===== src/rtl/preadder_stage.sv =====
// preadder_stage: A/B/D input pipelines, INMODE register and the 25-bit D+/-A
// pre-adder that produce the multiplier operands AMULT and BMULT.
module preadder_stage #(
    parameter int AREG      = 1,
    parameter int BREG      = 1,
    parameter int DREG      = 1,
    parameter int ADREG     = 1,
    parameter int INMODEREG = 1,
    parameter int USE_DPORT = 0
) (
    input  logic               clk,
    input  logic               rst,
    input  logic               CEA1,
    input  logic               CEA2,
    input  logic               CEB1,
    input  logic               CEB2,
    input  logic               CED,
    input  logic               CEAD,
    input  logic               CEINMODE,
    input  logic        [29:0] A,
    input  logic signed [17:0] B,
    input  logic signed [24:0] D,
    input  logic        [4:0]  INMODE,
    output logic signed [24:0] AMULT,
    output logic signed [17:0] BMULT
);

    // Wrapping 25-bit pre-adder: no saturation, overflow simply wraps.
    function automatic logic signed [24:0] pre_add(input logic sub,
                                                   input logic signed [24:0] d_op,
                                                   input logic signed [24:0] a_op);
        return sub ? (d_op - a_op) : (d_op + a_op);
    endfunction

    logic signed [24:0] a_in;
    logic signed [24:0] a_p1;
    logic signed [24:0] a_p2;
    logic signed [17:0] b_p1;
    logic signed [17:0] b_p2;
    logic        [4:0]  im;
    logic signed [24:0] a_op;

    // Only A[24:0] is an operand; the upper bits and any enables that a given
    // configuration bypasses are intentionally left without a load.
    logic unused_sink;
    assign unused_sink = ^{clk, rst, A[29:25], D, CEA1, CEA2, CEB1, CEB2,
                           CED, CEAD, CEINMODE, im[3:2]};

    assign a_in = A[24:0];

    // ---- A pipeline: A -> A1 -> A2 ----
    if (AREG == 2) begin : g_areg2
        // Two-deep A pipeline, each stage with its own enable
        always_ff @(posedge clk) begin
            if (rst) begin
                a_p1 <= '0;
                a_p2 <= '0;
            end else begin
                if (CEA1) a_p1 <= a_in;
                if (CEA2) a_p2 <= a_p1;
            end
        end
    end else if (AREG == 1) begin : g_areg1
        // Single A register; A1 aliases A2
        always_ff @(posedge clk) begin
            if (rst)       a_p2 <= '0;
            else if (CEA2) a_p2 <= a_in;
        end
        assign a_p1 = a_p2;
    end else begin : g_areg0
        assign a_p1 = a_in;
        assign a_p2 = a_in;
    end

    // ---- B pipeline: B -> B1 -> B2 ----
    if (BREG == 2) begin : g_breg2
        // Two-deep B pipeline, each stage with its own enable
        always_ff @(posedge clk) begin
            if (rst) begin
                b_p1 <= '0;
                b_p2 <= '0;
            end else begin
                if (CEB1) b_p1 <= B;
                if (CEB2) b_p2 <= b_p1;
            end
        end
    end else if (BREG == 1) begin : g_breg1
        // Single B register; B1 aliases B2
        always_ff @(posedge clk) begin
            if (rst)       b_p2 <= '0;
            else if (CEB2) b_p2 <= B;
        end
        assign b_p1 = b_p2;
    end else begin : g_breg0
        assign b_p1 = B;
        assign b_p2 = B;
    end

    // ---- INMODE control ----
    if (INMODEREG == 1) begin : g_imreg
        // INMODE register, delays control changes by one cycle
        always_ff @(posedge clk) begin
            if (rst)           im <= '0;
            else if (CEINMODE) im <= INMODE;
        end
    end else begin : g_imcomb
        assign im = INMODE;
    end

    // ---- Operand selection ----
    assign a_op  = im[1] ? '0 : (im[0] ? a_p1 : a_p2);
    assign BMULT = im[4] ? b_p1 : b_p2;

    // ---- D register, pre-adder and AD register ----
    if (USE_DPORT == 1) begin : g_dport
        logic signed [24:0] d_p1;
        logic signed [24:0] d_op;
        logic signed [24:0] ad;

        if (DREG == 1) begin : g_dreg
            // D input register
            always_ff @(posedge clk) begin
                if (rst)      d_p1 <= '0;
                else if (CED) d_p1 <= D;
            end
        end else begin : g_dcomb
            assign d_p1 = D;
        end

        assign d_op = im[2] ? d_p1 : '0;
        assign ad   = pre_add(im[3], d_op, a_op);

        if (ADREG == 1) begin : g_adreg
            logic signed [24:0] ad_p1;
            // Pre-adder output register feeding the multiplier
            always_ff @(posedge clk) begin
                if (rst)       ad_p1 <= '0;
                else if (CEAD) ad_p1 <= ad;
            end
            assign AMULT = ad_p1;
        end else begin : g_adcomb
            assign AMULT = ad;
        end
    end else begin : g_nodport
        // Pre-adder bypassed: the selected A operand goes straight through
        assign AMULT = a_op;
    end

endmodule


===== config.mk =====
export PLATFORM = sky130hd
export DESIGN_NAME = preadder_stage
export DESIGN_NICKNAME = d
export VERILOG_FILES = /design/src/rtl/preadder_stage.sv
export SDC_FILE = /design/constraint.sdc
export NUM_CORES = 1
export LEC_CHECK = 0
export CAP_MARGIN = 30
export CORE_ASPECT_RATIO = 1.75
export CORE_MARGIN = 10
export CORE_UTILIZATION = 31
export CTS_CLUSTER_DIAMETER = 120
export DETAILED_ROUTE_END_ITERATION = 8
export GPL_TIMING_DRIVEN = 1
export HOLD_SLACK_MARGIN = 0.05
export PLACE_DENSITY = 0.77
export REMOVE_ABC_BUFFERS = 1
export SLEW_MARGIN = 0
export SYNTH_ARGS = -nofsm -noshare
export SYNTH_HDL_FRONTEND = slang
export SYNTH_SLANG_ARGS = --single-unit

===== constraint.sdc =====
create_clock -name clk -period 0.99 [get_ports clk]
set_input_delay 0.2475 -clock clk [delete_from_list [all_inputs] [get_ports clk]]
set_output_delay 0.2475 -clock clk [all_outputs]
set_load 0.05 [all_outputs]

==> results.tsv <==
metric	value	unit
antenna_left	0	
fmax	0.687	GHz
period_needed	1.46	ns
min_period_over_period	1.47	
via_per_inst	4.35	
place_area	2880	sq um
antenna_found_initial	0	
reg2reg_slack	0.09	ns
area_delta_synth_final	91.1	%
gp_congestion	0.700	
r2r_start	im[1]$_SDFFE_PP0P_	
insertion_delay	0.28	ns
setup_slack	-0.466	ns
pre_cts_ws	-0.371	ns
grt_start_max_net_pins	27	
max_slew.worst_pin.slew	0.206	ns
crit_family	flip-flops	
rows	36	
yosysWarnings	0	
path_clk_slew	0.08	ns
cp-endpoint	AMULT[1]	
n_antenna_cell	0	
multiInputGateArea	897	sq um
clock_sink_count	44	
fin_skew	0	ns
setup_viol	43	
drv_slew	0	
ctsHoldBuffers	0	
grt_use_total	0.118	
status	complete, but fails checks	
syn-cell-area	1760	sq um
p_leak	1.50	nW
fp.dieH	120	um
wl_per_cell	16.4	um
synth.distinct_cells	9	
critPathLaunchType	flip-flop	
topRoutingLayerUsed	met4	
slowest_stage	dfxtp_4	
postCtsSetupBuffers	0	
hold_viol_final	0	
core_area	5540	sq um
cp.required	0.74	ns
fillCellCount	453	
slowest_delay	0.39	ns
cts_made_buffers	5	
die_area	9220	sq um
hold_slack	0.494	ns
p_total	4.65	mW
dr.pass1.iters	4	
cts_htree_levels	2	
violations	setup timing	
synth-seq-area-share	0.500	
hold_class	flip-flop to flip-flop	
synthCells	169	
fin_nets	352	
reg2reg_depth	3	
route.met3.wl	451	um
worst-setup-path-type	flip-flop to output port	
maxCapViolations	0	
synth_area_per_cell	10.4	sq um
start_util	0.318	
slew-limit-headroom	0.862	
grt_pass1_vias	1677	
r2r-end	im[1]$_SDFFE_PP0P_	
io_pins	130	
hpwl	3810	um
vias	1489	
portBuffers	91	
tritoncts	done	
worstSetupStartpoint	im[1]$_SDFFE_PP0P_	
grt_overflow	0	
drc	0	
cp_num_cells	3	
crit_chain	buf_12 > and2b_1 > buf_6	
cp.arrival	1.21	ns
cp_max_fo	7	
die_w	77.0	um
grt_pass1_wl	8820	um
cts_buffer_depth	2	
power_density	1380	nW/um^2
wirelength_met1	1880	um
endpoint_kind	output port	
postLayoutCellArea	3370	sq um
dr_wl_met2	3180	um
peakVddDrop	1.03	mV
drtIter0Drc	73	
drive_gt1_frac	0.365	
regArea	907	sq um
postRouteWirelength	5610	um
ys_ff_latch	44	
worst-path-buf-inv	2	
cts-root-buf	clkbuf_8	
rsz0062_at_grt	yes	
[cell usage in the layout (no fill, tap or decap), drive strengths merged]
master / count
buf: 50
dfxtp: 44
nor2: 44
bufbuf: 2
bufinv: 1
clkdlybuf4s50: 46
clkinv: 1
clkdlybuf4s15: 1
clkbuf: 7
nor2b: 21
dlygate4sd2: 1
mux2i: 44
and2b: 4
[state kept, by name, summed over array words and instances (netlist names)]
register and flops:
im 1, BMULT 18, a_p1 25
[power by group]
part | leakage, nW | total, mW | switching, mW | internal [mW]
sequential | 0.370 | 1.97 | 0.0838 | 1.88
clock | 0.0552 | 1.34 | 0.588 | 0.749
combinational | 1.08 | 1.35 | 0.646 | 0.704
total | 1.50 | 4.65 | 1.32 | 3.34
[layout make-up]
class	count	area share
multi-input combinational	113	0.266
clock inverter	2	0.0104
tap	76	0.0282
timing repair buffer	101	0.404
clock buffer	6	0.0215
sequential	44	0.269
[tightest hold or removal path, stage by stage (launching register included)]
cell and delay (ns):
dfxtp_1 0.33, mux2i_1 0.06, nor2_1 0.07
[metrics by stage]
stage           util  std cells  TNS [ns]
2_1_floorplan      -        157    -11.89
6_report       0.608        342    -10.85
3_3_place_gp   0.520        330    -15.60
4_1_cts        0.586        341    -11.16
5_1_grt        0.608        342    -12.47
3_5_place_dp   0.520        330    -16.65
[routing by layer]
layer	up-vias	global-route usage
li1	735	-
met1	691	0.112
met2	56	0.222
met3	7	0.0478
met4	0	0.0401
met5	-	0
[worst min path at each step]
| stage | start | end | slack (ns) | cells past startpoint |
|---|---|---|---|---|
| finish | a_p1[21]$_SDFFE_PP0P_ | a_p1[21]$_SDFFE_PP0P_ | 0.49 | 2 |
| floorplan | rst | BMULT[0]$_SDFFE_PP0P_ | 0.32 | 1 |
| detailed placement | a_p1[11]$_SDFFE_PP0P_ | a_p1[11]$_SDFFE_PP0P_ | 0.47 | 2 |
| global placement | a_p1[8]$_SDFFE_PP0P_ | a_p1[8]$_SDFFE_PP0P_ | 0.46 | 2 |
| global route | a_p1[5]$_SDFFE_PP0P_ | a_p1[5]$_SDFFE_PP0P_ | 0.54 | 2 |
| CTS | a_p1[11]$_SDFFE_PP0P_ | a_p1[11]$_SDFFE_PP0P_ | 0.49 | 2 |
[cell usage after synthesis (all sizes together)]
cell,count,share of area
and2b,4,0.017
buf,10,0.061
clkbuf,2,0.0043
dfxtp,44,0.50
mux2i,44,0.25
nor2,44,0.094
nor2b,21,0.075
[kinds of logic after synthesis]
family,Yosys count,synth area share
AND/OR/NAND/NOR,69,0.185
multiplexers,44,0.250
flip-flops,44,0.500
buffers and inverters,12,0.0653
[what timing repair did]
action | in CTS | in global routing
pin swaps | 0 | 0
gates cloned | 3 | 1
gates resized for setup | 64 | 24
setup endpoints to repair | 83 | 44
Power figures use the tool's default switching activity.
